**src/rtl/nes_pad_multiport_ctrl.sv**
```systemverilog
// nes_pad_multiport_ctrl: one or two NES pad shift registers behind $4016/$4017
//   clk, rst            : clock, async active-high reset
//   cpu_addr/cpu_data   : CPU bus address and write data (bit 0 = strobe)
//   cpu_write_en/read_en: CPU access qualifiers (reads may span several cycles)
//   pad_buttons         : raw button levels, port p at [p*PAD_BITS +: PAD_BITS]
//   cpu_rd_data/rd_hit  : registered serial bit and its one-cycle valid pulse
//   pad_strobe          : current strobe level
module nes_pad_multiport_ctrl #(
  parameter logic [15:0] BASE_ADDR = 16'h4016,
  parameter int NUM_PORTS = 2,
  parameter int PAD_BITS = 8,
  parameter logic FILL_BIT = 1'b1
) (
  input  logic clk,
  input  logic rst,
  input  logic [15:0] cpu_addr,
  input  logic [7:0] cpu_data,
  input  logic cpu_write_en,
  input  logic cpu_read_en,
  input  logic [NUM_PORTS*PAD_BITS-1:0] pad_buttons,
  output logic [7:0] cpu_rd_data,
  output logic cpu_rd_hit,
  output logic pad_strobe
);
  logic [NUM_PORTS*PAD_BITS-1:0] btn_meta, sync_btn;
  logic [PAD_BITS-1:0] shreg [NUM_PORTS];
  logic [NUM_PORTS-1:0] hit, hit_prev, qual;
  logic strobe, rd_bit, unused_data;
  assign pad_strobe = strobe;
  assign unused_data = ^cpu_data[7:1];
  always_ff @(posedge clk or posedge rst)
    if (rst) begin
      btn_meta <= '0;
      sync_btn <= '0;
      strobe <= 1'b0;
      hit_prev <= '0;
    end else begin
      btn_meta <= pad_buttons;
      sync_btn <= btn_meta;
      hit_prev <= hit;
      if (cpu_write_en && cpu_addr == BASE_ADDR) strobe <= cpu_data[0];
    end
  for (genvar p = 0; p < NUM_PORTS; p++) begin : g_port
    assign hit[p] = cpu_read_en && cpu_addr == BASE_ADDR + 16'(p);
    // any write in the same cycle wins over the read
    assign qual[p] = hit[p] && !hit_prev[p] && !cpu_write_en;
    always_ff @(posedge clk or posedge rst)
      if (rst) shreg[p] <= {PAD_BITS{FILL_BIT}};
      else if (strobe) shreg[p] <= sync_btn[p*PAD_BITS +: PAD_BITS];
      else if (qual[p]) shreg[p] <= (shreg[p] >> 1) | (PAD_BITS'(FILL_BIT) << (PAD_BITS - 1));
  end
  always_comb begin
    rd_bit = 1'b0;
    for (int i = 0; i < NUM_PORTS; i++)
      if (qual[i]) rd_bit = strobe ? sync_btn[i*PAD_BITS] : shreg[i][0];
  end
  always_ff @(posedge clk or posedge rst)
    if (rst) begin
      cpu_rd_data <= 8'h00;
      cpu_rd_hit <= 1'b0;
    end else begin
      cpu_rd_hit <= |qual;
      if (|qual) cpu_rd_data <= {7'b0, rd_bit};
    end
endmodule

```
**config.mk**
```make
export PLATFORM = sky130hd
export DESIGN_NAME = nes_pad_multiport_ctrl
export DESIGN_NICKNAME = d
export VERILOG_FILES = /design/src/rtl/nes_pad_multiport_ctrl.sv
export SDC_FILE = /design/constraint.sdc
export NUM_CORES = 1
export LEC_CHECK = 0
export CORE_ASPECT_RATIO = 1.5
export CORE_MARGIN = 4
export CORE_UTILIZATION = 51
export DETAILED_ROUTE_END_ITERATION = 8
export MAX_ROUTING_LAYER = met4
export PLACE_DENSITY = 0.84
export RECOVER_POWER = 50
export SLEW_MARGIN = 0
export SYNTH_ARGS = -nofsm -noshare
export SYNTH_HDL_FRONTEND = slang
export SYNTH_SLANG_ARGS = --single-unit
```
**constraint.sdc**
```tcl
create_clock -name clk -period 2.8 [get_ports clk]
set_input_delay 0.56 -clock clk [delete_from_list [all_inputs] [get_ports clk]]
set_output_delay 0.56 -clock clk [all_outputs]
set_load 0.02 [all_outputs]
```
==> run metrics <==
drt pass-1 iters 4; Unique masters post-synth 30; final worst-path cycle share 0.819; Setup WS post-layout 0.506 ns; clock buffer depth 2; vias per inst 5.50; vias in the first global route 1492; Max-cap violations 0; RSZ-0062 raised after global routing false; area grow syn2layout 24.7%; Clock Latency Late Sink 0.29 ns; Worst path slowest cell or4_4; Crit Path Class input pin to flop; Pleak 1.02 nW; worst slack at placement 0.189 ns; Die Y 84.8 µm; share of cells above drive strength 1 0.171; CTS root buffer clkbuf_8; Hold WS 0.352 ns; Vias 1331; CP top delay family simple AND/OR/NAND/NOR gates; most frequent cells in the layout dfrtp_1, clkdlybuf4s50_1, dlygate4sd3_1; fmax 436 MHz; largest net degree at the start of global routing 44; CTS Buf Count 5; IO Pins 54; initial antenna violation count 0; WP buf/inv 1; CORE AREA 3720 µm²; initial cell density of the core 0.539; Post-DP HPWL 2690 µm; Clock transition at path regs 0.08 ns; remaining global-route overflow 0; DP Cell Count 234; Worst setup SP type input pin; CTS tree yes; DR iter-0 viols 23; antenna cells 0; Die Wd 59.2 µm; CTS Hold Buffers Added 0; Slew Limit Fails 0; Port Buffer Count 39; commonest non-fill, non-tap cell in the layout dfrtp_1; Layout Skew 0.00386 ns; number of gates resized after cts 0; Seq/Total Area, Yosys 0.672; Synth Register Bits 53; DRC viols 0; status complete, no violations; Final Hold Vio Count 0; H-tree levels 2; hold_sp btn_meta[3]$_DFF_PP0_; CTS sink count 53; post-layout total power 1.38 mW; total wire length 3600 µm; global-route usage over all layers 0.160; crit path launch cpu_addr[13]; peak supply drop 0.512 mV; CP max FO 16; type of the most critical hold path flop to flop; cell taking the most area after synthesis dfrtp_1; Worst EP arrival 2.53 ns; Worst R2R Start pad_strobe$_DFFE_PP0P_; first-pass GRT wire length 6040 µm; Mapped Cells 158; crit-path cells clkdlybuf4s50_1, or4b_4, or4_4, a21oi_2, o22a_1; Post-Syn Area 2000 µm²; Placer Congestion 0.781; Final nets 242; antenna-violating nets left 0; Setup violations, final 0; row cnt 27; Mean Syn Cell Area 12.7 µm²; Layout Cells excl Fill 242; Max-slew headroom 0.0279; CP max stage delay 0.68 ns; total negative setup slack 0 ns; Tightest Pin Transition 1.46 ns; Critical Path End Type flop; DIE AREA 5010 µm²; WP data required 3.04 ns; setup bufs post-CTS 0; Synth Warn # 0; synth top area cells dfrtp_1, dfstp_2, a31oi_1, nor2b_1, a21oi_1; Final Critical Period 2.29 ns; share of the synthesized area in the top cell type 0.462; WL per Instance 14.9 µm; power per cell area 552 nW/µm²
[registers in the layout (all words and copies together) (netlist names)]
| name | count |
|---|---|
| hit_prev | 2 |
| cpu_rd_hit | 1 |
| shreg | 16 |
| cpu_rd_data | 1 |
| btn_meta | 16 |
| pad_strobe | 1 |
| sync_btn | 16 |
[stage by stage]
stage | instance area (µm²) | util
floorplan | 2030 | -
global placement | 2390 | 0.643
detailed placement | 2390 | 0.643
CTS | 2500 | 0.672
global route | 2500 | 0.672
finish | 2500 | 0.672
[area by class of cell]
| cell class | count | area, µm² |
|---|---|---|
| Sequential cell | 53 | 1350 |
| Fill cell | 274 | 1220 |
| Multi-Input combinational cell | 92 | 558 |
| Timing Repair Buffer | 43 | 420 |
| Clock buffer | 6 | 72.6 |
| Tap cell | 43 | 53.8 |
| Clock inverter | 2 | 35.0 |
| Inverter | 3 | 11.3 |
[where the power goes]
part	internal (mW)	switching (mW)
registers	0.793	0.00739
clock network	0.265	0.223
logic	0.0471	0.0433
[cells in the mapped netlist, drive strengths merged]
cell type / number
a21oi: 17
a22oi: 1
a31oi: 14
and3: 1
buf: 11
clkbuf: 5
conb: 1
dfrtp: 37
dfstp: 16
inv: 3
mux2: 1
nand2: 4
nand3: 2
nand4bb: 1
nor2: 3
nor2b: 14
nor4: 2
o21ai: 16
o21bai: 2
o22a: 1
or2: 1
or3: 1
or4: 2
or4b: 2
[metal layers]
metal / vias up / wire length, µm / GRT usage
met5: - / 0 / -
met4: 0 / 42 / 0.0557
met3: 5 / 304 / 0.0415
met2: 55 / 2030 / 0.308
met1: 655 / 1230 / 0.141
li1: 616 / - / -
[cells by family after synthesis]
| family | share of synthesized area |
|---|---|
| buffers and inverters | 0.0606 |
| AOI/OAI and AO/OA | 0.144 |
| other | 0.00187 |
| and+or+nand+nor | 0.116 |
| muxes | 0.00562 |
| DFF | 0.672 |
[worst register-to-register path, cell delays in order, from the launching register on]
cell	delay [ns]
dfrtp_1	0.36
buf_4	0.30
nor2b_1	0.25
o21bai_1	0.14
a22oi_1	0.09
o22a_1	0.21
[final timing paths]
check	end	slack, ns	cells past startpoint
worst max-delay path	cpu_rd_data[0]$_DFFE_PP0P_	0.51	5
worst min-delay path	sync_btn[3]$_DFF_PP0_	0.35	0
worst max register to register	cpu_rd_data[0]$_DFFE_PP0P_	1.35	5
worst min register to register	sync_btn[3]$_DFF_PP0_	0.35	0
max in group asynchronous	btn_meta[8]$_DFF_PP0_	0.81	3
min in group asynchronous	btn_meta[15]$_DFF_PP0_	1.13	2
Note: power is estimated with default switching activity, not from simulation.
